--- src/rtl/eq_cfg_pkg.sv ---
// Shared constants and FSM encoding for the equalizer control register bank.
package eq_cfg_pkg;

    localparam logic [7:0] ADDR_CTRL      = 8'h00;
    localparam logic [7:0] ADDR_GAIN_BASE = 8'h01;
    localparam logic [7:0] GAIN_RST       = 8'h80;

    localparam int unsigned CTRL_EN_BIT  = 0;
    localparam int unsigned CTRL_BYP_BIT = 1;

    typedef enum logic [1:0] {
        StIdle    = 2'd0,
        StWaitPtr = 2'd1,
        StData    = 2'd2
    } eq_state_e;

endpackage

--- src/rtl/eq_edge_det.sv ---
// Registered rise/fall detector; pulses are valid in the cycle the input changes.
module eq_edge_det (
    input  logic clk,
    input  logic reset,
    input  logic sig,
    output logic rise,
    output logic fall
);

    logic sig_q;

    always_ff @(posedge clk) begin
        if (reset) begin
            sig_q <= 1'b0;
        end else begin
            sig_q <= sig;
        end
    end

    assign rise = sig & ~sig_q;
    assign fall = ~sig & sig_q;

endmodule

--- src/rtl/eq_reg_bank.sv ---
// Shadow/active register bank fed by the I2C slave byte stream; the active copy
// commits atomically when the bus transaction ends.
module eq_reg_bank
    import eq_cfg_pkg::*;
#(
    parameter int unsigned NUM_BANDS = 10,
    parameter logic [7:0]  GAIN_RST  = eq_cfg_pkg::GAIN_RST
) (
    input  logic                   clk,
    input  logic                   reset,
    input  logic                   bus_active,
    input  logic [7:0]             rx_data,
    input  logic                   rx_valid,
    input  logic                   tx_next,
    output logic [7:0]             tx_data,
    output logic                   eq_enable,
    output logic                   eq_bypass,
    output logic [8*NUM_BANDS-1:0] band_gain,
    output logic                   cfg_update,
    output logic                   addr_err
);

    localparam logic [7:0] LAST_ADDR = 8'(NUM_BANDS);

    logic bus_rise, bus_fall, rx_rise, unused_rx_fall;
    logic accept, mapped;
    logic start, commit, ptr_load, ptr_inc, wr_en;

    eq_state_e state_q, state_d;
    logic [7:0] ptr_q;
    logic       dirty_q, addr_err_q, cfg_update_q;
    logic [1:0] sh_ctrl_q, act_ctrl_q;
    logic [7:0] sh_gain_q  [NUM_BANDS];
    logic [7:0] act_gain_q [NUM_BANDS];

    eq_edge_det u_bus_edge (
        .clk   (clk),
        .reset (reset),
        .sig   (bus_active),
        .rise  (bus_rise),
        .fall  (bus_fall)
    );

    eq_edge_det u_rx_edge (
        .clk   (clk),
        .reset (reset),
        .sig   (rx_valid),
        .rise  (rx_rise),
        .fall  (unused_rx_fall)
    );

    assign accept = rx_rise & bus_active;
    assign mapped = (ptr_q <= LAST_ADDR);

    always_comb begin
        state_d  = state_q;
        start    = 1'b0;
        commit   = 1'b0;
        ptr_load = 1'b0;
        ptr_inc  = 1'b0;
        wr_en    = 1'b0;
        if (bus_fall) begin
            state_d = StIdle;
            commit  = dirty_q;
        end else begin
            unique case (state_q)
                StIdle: begin
                    if (bus_rise) begin
                        state_d = StWaitPtr;
                        start   = 1'b1;
                    end
                end
                StWaitPtr: begin
                    // A pointer byte overrides a coincident tx_next.
                    if (accept) begin
                        state_d  = StData;
                        ptr_load = 1'b1;
                    end else if (tx_next) begin
                        ptr_inc = 1'b1;
                    end
                end
                StData: begin
                    wr_en   = accept;
                    ptr_inc = accept | tx_next;
                end
                default: state_d = StIdle;
            endcase
        end
    end

    always_ff @(posedge clk) begin
        if (reset) begin
            state_q      <= StIdle;
            ptr_q        <= 8'h00;
            dirty_q      <= 1'b0;
            addr_err_q   <= 1'b0;
            cfg_update_q <= 1'b0;
            sh_ctrl_q    <= 2'b00;
            act_ctrl_q   <= 2'b00;
            for (int k = 0; k < NUM_BANDS; k++) begin
                sh_gain_q[k]  <= GAIN_RST;
                act_gain_q[k] <= GAIN_RST;
            end
        end else begin
            state_q      <= state_d;
            cfg_update_q <= commit;
            if (ptr_load) begin
                ptr_q <= rx_data;
            end else if (ptr_inc) begin
                ptr_q <= ptr_q + 8'd1;
            end
            if (start) begin
                dirty_q    <= 1'b0;
                addr_err_q <= 1'b0;
            end
            if (wr_en) begin
                if (mapped) begin
                    dirty_q <= 1'b1;
                    if (ptr_q == ADDR_CTRL) begin
                        sh_ctrl_q <= rx_data[CTRL_BYP_BIT:CTRL_EN_BIT];
                    end
                    for (int k = 0; k < NUM_BANDS; k++) begin
                        if (ptr_q == ADDR_GAIN_BASE + 8'(k)) begin
                            sh_gain_q[k] <= rx_data;
                        end
                    end
                end else begin
                    addr_err_q <= 1'b1;
                end
            end
            if (commit) begin
                act_ctrl_q <= sh_ctrl_q;
                for (int k = 0; k < NUM_BANDS; k++) begin
                    act_gain_q[k] <= sh_gain_q[k];
                end
            end
        end
    end

    always_comb begin
        tx_data = 8'h00;
        if (ptr_q == ADDR_CTRL) begin
            tx_data = {6'b000000, act_ctrl_q};
        end
        for (int k = 0; k < NUM_BANDS; k++) begin
            if (ptr_q == ADDR_GAIN_BASE + 8'(k)) begin
                tx_data = act_gain_q[k];
            end
        end
    end

    always_comb begin
        band_gain = '0;
        for (int k = 0; k < NUM_BANDS; k++) begin
            band_gain[8*k +: 8] = act_gain_q[k];
        end
    end

    assign eq_enable  = act_ctrl_q[CTRL_EN_BIT];
    assign eq_bypass  = act_ctrl_q[CTRL_BYP_BIT];
    assign cfg_update = cfg_update_q;
    assign addr_err   = addr_err_q;

endmodule

--- config.mk ---
export PLATFORM = sky130hd
export DESIGN_NAME = eq_reg_bank
export DESIGN_NICKNAME = d
export VERILOG_FILES = /design/src/rtl/eq_cfg_pkg.sv /design/src/rtl/eq_edge_det.sv /design/src/rtl/eq_reg_bank.sv
export SDC_FILE = /design/constraint.sdc
export NUM_CORES = 1
export LEC_CHECK = 0
export ABC_CLOCK_PERIOD_IN_PS = 6050
export BUFFER_PORTS_ARGS = -buffer_cell sky130_fd_sc_hd__buf_2
export CAP_MARGIN = 20
export CORE_MARGIN = 1.5
export CORE_UTILIZATION = 42
export CTS_BUF_LIST = sky130_fd_sc_hd__clkbuf_2
export DETAILED_ROUTE_END_ITERATION = 10
export PLACE_DENSITY = 0.67
export REMOVE_ABC_BUFFERS = 1
export SYNTH_ARGS = -nofsm -noshare
export SYNTH_HDL_FRONTEND = slang
export SYNTH_SLANG_ARGS = --single-unit
export TNS_END_PERCENT = 1
--- constraint.sdc ---
create_clock -name clk -period 6.05 [get_ports clk]
set_clock_uncertainty 0.2 [all_clocks]
set_input_delay 1.21 -clock clk [delete_from_list [all_inputs] [get_ports clk]]
set_output_delay 1.21 -clock clk [all_outputs]
set_load 0.005 [all_outputs]
==> impl_metrics.tcl, run 1 <==
set metrics [dict create \
    run_status "finished clean" \
    vdd.ir_drop.worst_v 0.000100 \
    static-leakage-power_nw 3.32 \
    seq_area_frac_synth 0.644 \
    drc_violation_total_after_the_first_tritonroute_iteration 481 \
    floorplan.die.width_um 141 \
    clk_root_buffer_cell "sky130_fd_sc_hd__clkbuf_2" \
    setup-tns-final_ns 0 \
    synthDistinctLibCells 52 \
    vias 5527 \
    worst_slack_ns 1.26 \
    seq_power_share 0.639 \
    antenna_violations_before_repair 1 \
    wire_length_of_the_first_global_routing_pass_um 30700 \
    synth-seq-cells 179 \
    grt_max_degree 51 \
    worst-endpoint-required_ns 4.64 \
    critical_path_arrival_ns 3.38 \
    drt.antenna.violating_nets 0 \
    timing.final.crit_period_ns 4.79 \
    regToRegSetupSlack_ns 2.61 \
    cts.htree.levels 4 \
    critical_path_class "reg -> out" \
    synthesis.area_um2 8050 \
    synthArstFlopShare 0 \
    cts_post_setup_buffers_inserted 0 \
    synth.yosys.warnings 0 \
    worst-slew-pin-transition_ns 0.992 \
    wl_um 20600 \
    hold_viol 0 \
    critical_path.endpoint_type "output port" \
    rows 50 \
    path_max_fanout 50 \
    cts_hold_repair.buffers 0 \
    synth-edff-count 160 \
    detail_route.drc_violations 0 \
    detail_route.first_pass.iterations 6 \
    grt.total_usage 0.211 \
    routed_via_density 5.57 \
    cts_resized 0 \
    cts_tree "yes" \
    power.clock.fraction 0.284 \
    crit_share_post_route 0.792 \
    die_area_um2 20000 \
    layout.cells.most_common "sky130_fd_sc_hd__edfxtp_1" \
    grt_pass1_vias 5267 \
    cts_buffers 17 \
    num-nets-final 763 \
    cellPowerDensity_nw_per_um2 244 \
    syn-instance-count 663 \
    place_hpwl_um 14100 \
    syn_area_per_cell_um2 12.1 \
    rsz_0062_raised_after_global_routing "false" \
    cts_num_sinks 179 \
    clk_path_buf_depth 2 \
    hold_class "reg -> reg" \
    globalRouteOverflowTotal 0 \
    postSynth.topFlopCell "sky130_fd_sc_hd__edfxtp_1" \
    power_switching_mw 0.591 \
    worst_hold_slack_ns 0.296 \
    internal_power_mw 1.60 \
    swShare 0.270 \
    timing.critical_path.from_type "flop" \
    area_growth_pct 11.4 \
    finalSetupViolCount 0 \
    post-layout-total-power_mw 2.19 \
    p_comb_frac 0.076 \
    place_congestion 0.908 \
    cts.clk_slew.worst_paths_ns 0.28 \
    top_level_ports 105 \
    final-max-slew-violation-count 0 \
    core-area_um2 18800 \
    drv_cap 0 \
    start_util 0.429 \
    normalized_max_slew_margin 0.337 \
    die_height_um 141 \
    worstSkewPairLatency_ns 0.80 \
    max_freq_mhz 209 \
    layout-drive-gt1-share 0.212 \
    layout.cells.most_common_list "sky130_fd_sc_hd__edfxtp_1 (160), sky130_fd_sc_hd__and2_1 (142), sky130_fd_sc_hd__buf_2 (104), sky130_fd_sc_hd__a21oi_1 (40), sky130_fd_sc_hd__nand2_1 (28)" \
    pre_cts_ws_ns 2.07 \
    count_of_input_and_output_buffers 104 \
    route.detailed.wl_per_inst_um 20.7 \
]
==> state kept, by name, indices dropped and copies added, names as in the netlist <==
name / cells
ptr_q: 8
u_bus_edge.sig_q: 1
state_q: 2
act_gain_q: 80
act_ctrl_q: 2
sh_ctrl_q: 2
dirty_q: 1
addr_err: 1
cfg_update: 1
sh_gain_q: 80
u_rx_edge.sig_q: 1
==> per-stage QoR <==
step,instances,instance area [µm²],util
2_1_floorplan,616,7860,-
3_3_place_gp,958,8720,0.464
3_5_place_dp,958,8720,0.464
4_1_cts,990,8960,0.477
5_1_grt,991,8960,0.477
6_report,993,8960,0.478
==> critical path: stages, from the launching register on <==
cell and delay (ns):
sky130_fd_sc_hd__dfxtp_1 0.43, sky130_fd_sc_hd__inv_1 0.12, sky130_fd_sc_hd__ha_2 0.84, sky130_fd_sc_hd__nor2b_1 0.25
sky130_fd_sc_hd__o21ai_0 0.10, sky130_fd_sc_hd__and3_1 0.21, sky130_fd_sc_hd__a311oi_1 0.33, sky130_fd_sc_hd__o22ai_1 0.15
sky130_fd_sc_hd__buf_2 0.16
==> cell families (layout without fill, tap and decap cells) <==
| logic type | count (synthesis) | in the layout | synth area share |
|---|---|---|---|
| AO/OA/AOI/OAI | 106 | 106 | 0.0847 |
| XOR/XNOR | 7 | 7 | 0.00762 |
| adder cells (fa/ha/maj) | 7 | 7 | 0.0109 |
| buffers and inverters | 62 | 155 | 0.0300 |
| flip-flops | 179 | 179 | 0.644 |
| multiplexers | 6 | 6 | 0.00746 |
| other | 0 | 3 | 0 |
| AND/OR/NAND/NOR | 296 | 296 | 0.215 |
==> cells in the mapped netlist (all sizes together), types with 7 or more instances <==
| library cell | count | area, µm² |
|---|---|---|
| nand2b | 17 | 106 |
| and3 | 10 | 62.6 |
| buf | 10 | 46.3 |
| or3 | 15 | 93.8 |
| nand2 | 29 | 111 |
| o22ai | 8 | 50.1 |
| o21ai | 17 | 85.1 |
| ha | 7 | 87.6 |
| a21oi | 40 | 200 |
| nor2 | 32 | 130 |
| xnor2 | 7 | 61.3 |
| edfxtp | 160 | 4800 |
| nor2b | 12 | 75.1 |
| clkbuf | 37 | 139 |
| and2 | 143 | 895 |
| inv | 15 | 56.3 |
| dfxtp | 19 | 380 |
| a31o | 8 | 70.1 |
| a211oi | 8 | 60.1 |
| nand3 | 15 | 75.1 |
==> power by group through the flow <==
stage / Sequential (mW) / Combinational (mW) / Clock (mW)
floorplan: 1.42 / 0.0869 / 0
global placement: 1.43 / 0.159 / 0
detailed placement: 1.43 / 0.166 / 0
CTS: 1.40 / 0.167 / 0.631
global route: 1.40 / 0.180 / 0.679
finish: 1.40 / 0.167 / 0.623
==> layer usage <==
layer / up-vias / part of all wire / GRT usage
li1: 2526 / - / -
met1: 2707 / 0.42 / 0.272
met2: 248 / 0.48 / 0.341
met3: 46 / 0.065 / 0.0445
met4: 0 / 0.036 / 0.104
met5: - / 0 / 0
==> final cells by class <==
cell class,instances,area [µm²]
Antenna cell,3,7.51
Clock buffer,19,95.1
Clock inverter,13,145
Fill cell,1673,9800
Inverter,15,56.3
Multi-Input combinational cell,422,2630
Sequential cell,179,5180
Tap cell,234,293
Timing Repair Buffer,108,551
==> final timing paths <==
check | startpoint | to | cells past startpoint
hold reg to reg | sh_gain_q[0][7] | act_gain_q[0][7] | 1
setup / recovery | ptr_q[0] | tx_data[0] | 8
setup reg to reg | ptr_q[0] | sh_gain_q[4][7] | 6
hold / removal | sh_gain_q[0][7] | act_gain_q[0][7] | 1
Note: power is estimated with default switching activity, not from simulation.
==> run 2: changes to the inputs <==
--- a/config.mk
+++ b/config.mk
@@ -5,14 +5,15 @@
 export SDC_FILE = /design/constraint.sdc
 export NUM_CORES = 1
 export LEC_CHECK = 0
-export ABC_CLOCK_PERIOD_IN_PS = 6050
+export ABC_AREA = 1
+export ABC_CLOCK_PERIOD_IN_PS = 3900
 export BUFFER_PORTS_ARGS = -buffer_cell sky130_fd_sc_hd__buf_2
 export CAP_MARGIN = 20
 export CORE_MARGIN = 1.5
 export CORE_UTILIZATION = 42
 export CTS_BUF_LIST = sky130_fd_sc_hd__clkbuf_2
 export DETAILED_ROUTE_END_ITERATION = 10
-export PLACE_DENSITY = 0.67
+export PLACE_DENSITY = 0.7
 export REMOVE_ABC_BUFFERS = 1
 export SYNTH_ARGS = -nofsm -noshare
 export SYNTH_HDL_FRONTEND = slang
==> constraint.sdc (replaced) <==
create_clock -name clk -period 3.9 [get_ports clk]
set_clock_uncertainty 0.2 [all_clocks]
set_input_delay 0.78 -clock clk [delete_from_list [all_inputs] [get_ports clk]]
set_output_delay 0.78 -clock clk [all_outputs]
set_load 0.005 [all_outputs]
==> impl_metrics.tcl, run 2 <==
set metrics [dict create \
    num-nets-final 939 \
    die_area_um2 19600 \
    cts_num_sinks 179 \
    vdd.ir_drop.worst_v 0.000152 \
    layout.cells.most_common "sky130_fd_sc_hd__nor2_1" \
    route.detailed.wl_per_inst_um 16.9 \
    holdCritStartpoint "rx_data[2]" \
    core-area_um2 18200 \
    cts.htree.levels 4 \
    wire_length_of_the_first_global_routing_pass_um 29100 \
    layout.cells.most_common_list "sky130_fd_sc_hd__nor2_1 (176), sky130_fd_sc_hd__edfxtp_1 (160), sky130_fd_sc_hd__nand2_1 (118), sky130_fd_sc_hd__inv_1 (108), sky130_fd_sc_hd__buf_2 (108)" \
    rsz_0062_raised_after_global_routing "true" \
    seq_area_frac_synth 0.657 \
    cell_with_the_most_instances_after_synthesis "sky130_fd_sc_hd__nor2_1" \
    hold_class "in -> reg" \
    finalSetupViolCount 0 \
    drc_violation_total_after_the_first_tritonroute_iteration 510 \
    hold_depth 3 \
    clk_path_buf_depth 2 \
    globalRouteOverflowTotal 0 \
    critical_path_arrival_ns 2.72 \
    clk_root_buffer_cell "sky130_fd_sc_hd__clkbuf_2" \
    crit_share_post_route 0.950 \
    critical_path_class "reg -> out" \
    whs_endpoint "ptr_q[2]" \
    ff2ff_path_depth 13 \
    run_status "finished clean" \
    postSynth.topFlopCell "sky130_fd_sc_hd__edfxtp_1" \
    met3_usage_grt 0.0489 \
    crit_buf_inv 3 \
    grt.busiest_layer "met2" \
    post-layout-total-power_mw 3.61 \
    floorplan.die.width_um 140 \
    grt_max_degree 51 \
    place_congestion 0.879 \
    grt_pass1_vias 5187 \
    pre_cts_ws_ns 0.719 \
    place_hpwl_um 13600 \
    hold_viol 0 \
    vias 5875 \
    critical_path.endpoint_type "output port" \
    final_standard_cell_area_without_fillers_um2 9230 \
    max_freq_mhz 270 \
    reg_top3 "act_gain_q: 80 flops, sh_gain_q: 80 flops, ptr_q: 8 flops" \
    setup-tns-final_ns 0 \
    cp_common_cell "sky130_fd_sc_hd__nand2_1" \
    count_of_input_and_output_buffers 104 \
    start_util 0.433 \
    syn-instance-count 787 \
    detail_route.first_pass.iterations 5 \
    antenna_violations_before_repair 1 \
    cellPowerDensity_nw_per_um2 391 \
    path_max_fanout 5 \
    rr_endpoint "sh_gain_q[8][3]" \
    dpl_cell_area_um2 8740 \
    synth-edff-count 160 \
    crit_path_top_delay_cell "sky130_fd_sc_hd__dfxtp_4" \
    drv_cap 0 \
    grtUsageMet1 0.262 \
    synth_top_area_frac 0.609 \
    synth_top_cells_by_count "sky130_fd_sc_hd__nor2_1 (179), sky130_fd_sc_hd__edfxtp_1 (160), sky130_fd_sc_hd__nand2_1 (121), sky130_fd_sc_hd__inv_1 (114), sky130_fd_sc_hd__nand3_1 (33)" \
    synth_top_area_cell "sky130_fd_sc_hd__edfxtp_1" \
    synth_area_leaders "sky130_fd_sc_hd__edfxtp_1 (61%), sky130_fd_sc_hd__nor2_1 (8.5%), sky130_fd_sc_hd__nand2_1 (5.8%)" \
    critical-path-top-delay-family "simple AND/OR/NAND/NOR gates" \
    worstSkewPairLatency_ns 0.74 \
    crit_path_cell_trace "buf_12, ha_4, nand2_1, nor2_4, inv_2, nand3_1, nand2_1, nand2_1, nand3_1, nand2_1, nand3_1, nand3_2, nand3_1, nand2_1, nand2_1, buf_2" \
    final-max-slew-violation-count 0 \
    top_level_ports 105 \
    critical-path-max-stage-delay_ns 0.44 \
    detail_route.drc_violations 0 \
    synthArstFlopShare 0 \
    synth.yosys.warnings 0 \
    routed_via_density 5.06 \
    worst-endpoint-required_ns 2.92 \
    regToRegSetupSlack_ns 1.29 \
    worst-slew-pin-transition_ns 1.02 \
    drt.antenna.violating_nets 0 \
    synthDistinctLibCells 31 \
    cts_buffers 17 \
    synthesis.area_um2 7890 \
    static-leakage-power_nw 3.77 \
    syn_area_per_cell_um2 10.0 \
    grt.total_usage 0.202 \
    cts_tree "yes" \
    synth-seq-cells 179 \
    worstReg2RegStart "ptr_q[7]" \
    die_height_um 140 \
    worst_hold_slack_ns 0.0883 \
    worst_slack_ns 0.195 \
    rows 49 \
    cts.clk_slew.worst_paths_ns 0.24 \
    timing.final.crit_period_ns 3.70 \
    timing.critical_path.from_type "flop" \
    wl_um 19700 \
    layout-drive-gt1-share 0.242 \
    nFillCells 1616 \
    normalized_max_slew_margin 0.313 \
    grtUsageMet2 0.327 \
    area_growth_pct 17.0 \
]
## run 2: final cells by class
cell class	instances	area, µm²	share of cell area
Sequential cell	179	5200	0.563
Clock inverter	13	136	0.0148
Antenna cell	1	2.50	0.000271
Inverter	135	513	0.0556
Tap cell	229	287	0.0310
Timing Repair Buffer	130	786	0.0851
Multi-Input combinational cell	456	2220	0.241
Clock buffer	17	85.1	0.00922
## run 2: routing by layer
| metal | share of wire | wire, µm |
|---|---|---|
| met4 | 0.029 | 568 |
| met5 | 0 | 0 |
| met1 | 0.41 | 7970 |
| met2 | 0.49 | 9570 |
| met3 | 0.078 | 1540 |
## run 2: worst max path at each step
stage	from	end	slack [ns]	cells past startpoint
floorplan	bus_active	act_gain_q[0][0]	0.49	3
global placement	ptr_q[4]	tx_data[2]	0.75	15
detailed placement	ptr_q[4]	tx_data[2]	0.72	15
global route	ptr_q[0]	tx_data[1]	-0.15	16
finish	ptr_q[0]	tx_data[0]	0.20	16
CTS	ptr_q[6]	tx_data[4]	0.0005	14
## run 2: what timing repair did
| item | in CTS | in global routing |
|---|---|---|
| setup endpoints to repair | 8 | 8 |
| buffers inserted | 0 | 7 |
| hold endpoints to repair | 3 | 0 |
| hold buffers | 3 | 0 |
| gates resized for setup | 4 | 30 |
| pin swaps | 0 | 7 |
| cloned | 0 | 1 |
## run 2: kinds of logic after synthesis
group / after synthesis / share of synthesized area
compound gates: 70 / 0.0466
xor+xnor: 4 / 0.00444
fa+ha+maj: 7 / 0.0111
buf+inv: 153 / 0.0739
flops: 179 / 0.657
simple gates: 374 / 0.207
## run 2: through the flow
stage,std cells,utilization
2_1_floorplan,769,-
3_3_place_gp,1112,0.480
3_5_place_dp,1112,0.480
4_1_cts,1145,0.495
5_1_grt,1160,0.507
6_report,1160,0.507
## run 2: worst reg2reg max path, cell delays in order (launching register included)
cell and delay, ns:
sky130_fd_sc_hd__dfxtp_1 0.39, sky130_fd_sc_hd__nor2_2 0.17, sky130_fd_sc_hd__nand2_4 0.10, sky130_fd_sc_hd__buf_12 0.15
sky130_fd_sc_hd__buf_4 0.13, sky130_fd_sc_hd__nor3_4 0.09, sky130_fd_sc_hd__buf_4 0.23, sky130_fd_sc_hd__inv_2 0.11
sky130_fd_sc_hd__o21ai_1 0.13, sky130_fd_sc_hd__inv_2 0.08, sky130_fd_sc_hd__nor2_4 0.11, sky130_fd_sc_hd__inv_4 0.11
sky130_fd_sc_hd__o21ai_0 0.16, sky130_fd_sc_hd__buf_4 0.19
## run 2: report_power, final
part           switching (mW)  internal, mW  total [mW]
combinational           0.320         0.172       0.493
sequential             0.0468          2.15        2.20
clock                   0.632         0.287       0.919
total                   0.999          2.61        3.61
==> run 3: changes to the inputs <==
--- a/config.mk
+++ b/config.mk
@@ -5,7 +5,7 @@
 export SDC_FILE = /design/constraint.sdc
 export NUM_CORES = 1
 export LEC_CHECK = 0
-export ABC_AREA = 1
+export ABC_AREA = 0
 export ABC_CLOCK_PERIOD_IN_PS = 3900
 export BUFFER_PORTS_ARGS = -buffer_cell sky130_fd_sc_hd__buf_2
 export CAP_MARGIN = 20
@@ -13,7 +13,7 @@
 export CORE_UTILIZATION = 42
 export CTS_BUF_LIST = sky130_fd_sc_hd__clkbuf_2
 export DETAILED_ROUTE_END_ITERATION = 10
-export PLACE_DENSITY = 0.7
+export PLACE_DENSITY = 0.69
 export REMOVE_ABC_BUFFERS = 1
 export SYNTH_ARGS = -nofsm -noshare
 export SYNTH_HDL_FRONTEND = slang
==> impl_metrics.tcl, run 3 (same netlist as run 1, synthesis figures left out) <==
set metrics [dict create \
    swShare 0.249 \
    path_max_fanout 7 \
    cts_num_sinks 179 \
    internal_power_mw 2.47 \
    worst_hold_slack_ns 0.0821 \
    pre_cts_ws_ns 0.600 \
    drv_cap 0 \
    clk_root_buffer_cell "sky130_fd_sc_hd__clkbuf_2" \
    wl_um 21000 \
    antenna_violations_before_repair 1 \
    hold_viol 0 \
    timing.final.crit_period_ns 3.79 \
    cts.htree.levels 4 \
    rows 50 \
    layout-drive-gt1-share 0.252 \
    worst-slew-pin-transition_ns 0.785 \
    globalRouteOverflowTotal 0 \
    start_util 0.429 \
    grt_max_degree 41 \
    cts.clk_slew.worst_paths_ns 0.21 \
    max_freq_mhz 264 \
    holdCritStartpoint "rx_valid" \
    startpoint "ptr_q[1]" \
    top_level_ports 105 \
    cts_buffers 17 \
    cellPowerDensity_nw_per_um2 355 \
    seq_power_share 0.660 \
    run_status "finished clean" \
    die_height_um 141 \
    vdd.ir_drop.worst_v 0.000162 \
    floorplan.die.width_um 141 \
    static-leakage-power_nw 3.44 \
    count_of_input_and_output_buffers 104 \
    route.detailed.wl_per_inst_um 20.9 \
    crit_share_post_route 0.972 \
    power.clock.fraction 0.247 \
    place_congestion 0.865 \
    grt.total_usage 0.211 \
    core-area_um2 18800 \
    layout.cells.most_common_list "sky130_fd_sc_hd__edfxtp_1 (160), sky130_fd_sc_hd__and2_1 (141), sky130_fd_sc_hd__buf_2 (104), sky130_fd_sc_hd__a21oi_1 (38), sky130_fd_sc_hd__nand2_1 (27)" \
    die_area_um2 20000 \
    final-max-slew-violation-count 0 \
    worstSkewPairLatency_ns 0.77 \
    worstReg2RegStart "ptr_q[1]" \
    drt.antenna.violating_nets 0 \
    reg_top3 "act_gain_q: 80 flops, sh_gain_q: 80 flops, ptr_q: 8 flops" \
    grt_pass1_vias 5183 \
    normalized_max_slew_margin 0.477 \
    place_hpwl_um 13900 \
    detail_route.first_pass.iterations 5 \
    cts_tree "yes" \
    finalSetupViolCount 0 \
    critical_path.endpoint_type "output port" \
    num-nets-final 782 \
    routed_via_density 5.51 \
    vias 5544 \
    rsz_0062_raised_after_global_routing "true" \
    drc_violation_total_after_the_first_tritonroute_iteration 586 \
    layout.cells.most_common "sky130_fd_sc_hd__edfxtp_1" \
    critical_path_class "reg -> out" \
    detail_route.drc_violations 0 \
    worst_slack_ns 0.110 \
    p_comb_frac 0.093 \
    power_switching_mw 0.818 \
    hold_class "in -> reg" \
    critical_path_arrival_ns 2.81 \
    wire_length_of_the_first_global_routing_pass_um 30600 \
    area_growth_pct 15.0 \
    worst-endpoint-required_ns 2.92 \
    clk_path_buf_depth 2 \
    timing.critical_path.from_type "flop" \
]
==> run 3: cell types whose count changed in the layout (fill, tap and decap cells not counted), sizes merged, moves of 12 or more <==
cell,delta
nand3,-18
or2,-15
and2,+143
or3,+15
inv,-114
nor2b,+12
nand2,-94
nor3,-12
nand2b,+17
nor2,-152
==> run 3: worst max-delay path, cell delays in order (launching register included) <==
cell	delay (ns)
sky130_fd_sc_hd__dfxtp_4	0.42
sky130_fd_sc_hd__inv_4	0.04
sky130_fd_sc_hd__ha_4	0.17
sky130_fd_sc_hd__buf_8	0.14
sky130_fd_sc_hd__buf_8	0.13
sky130_fd_sc_hd__a221o_1	0.35
sky130_fd_sc_hd__and3_4	0.20
sky130_fd_sc_hd__a311oi_4	0.31
sky130_fd_sc_hd__o22ai_1	0.15
sky130_fd_sc_hd__buf_2	0.15
==> run 3: final timing paths <==
path | endpoint | slack [ns] | depth (start not counted)
setup / recovery | tx_data[0] | 0.11 | 9
hold reg to reg | act_ctrl_q[1] | 0.30 | 1
setup reg to reg | sh_gain_q[4][2] | 1.03 | 7
hold / removal | u_rx_edge.sig_q | 0.08 | 2
==> run 3: power by group through the flow <==
stage	Clock [mW]	Sequential [mW]	Combinational, mW
after floorplan	0	2.20	0.135
after global placement	0	2.21	0.264
after detailed placement	0	2.21	0.269
after CTS	0.831	2.17	0.274
after global routing	0.900	2.18	0.330
final	0.812	2.17	0.305
==> run 3: through the flow <==
stage	cells	TNS [ns]	cell area (µm²)	utilization	total power, mW
6_report	1006	0	9260	0.493	3.29
5_1_grt	1006	-0.0238	9260	0.493	3.41
4_1_cts	995	0	9030	0.481	3.27
3_5_place_dp	967	0	8810	0.469	2.48
3_3_place_gp	967	0	8810	0.469	2.47
2_1_floorplan	616	0	7860	-	2.34
==> run 3: area by class of cell <==
type / instances / area [µm²]
antenna: 1 / 2.50
clock buffer: 21 / 105
clock inverter: 7 / 63.8
fill: 1684 / 9510
inverter: 15 / 58.8
multi-input combinational: 422 / 2750
sequential: 179 / 5190
tap: 234 / 293
timing repair buffer: 127 / 792
==> run 3: per-layer routing <==
layer	vias up	track usage	wire, µm
met3	45	0.0429	1460
met5	-	0	0
li1	2557	-	-
met1	2682	0.284	8930
met2	260	0.339	10000
met4	0	0.0776	576
==> run 3: repair_timing <==
item                       in CTS  in global routing
resized for setup              12                 28
setup endpoints to repair       8                  7
setup buffers                   0                  9
hold buffers                    0                  0
pin swaps                       0                  6
cloned                          0                  1
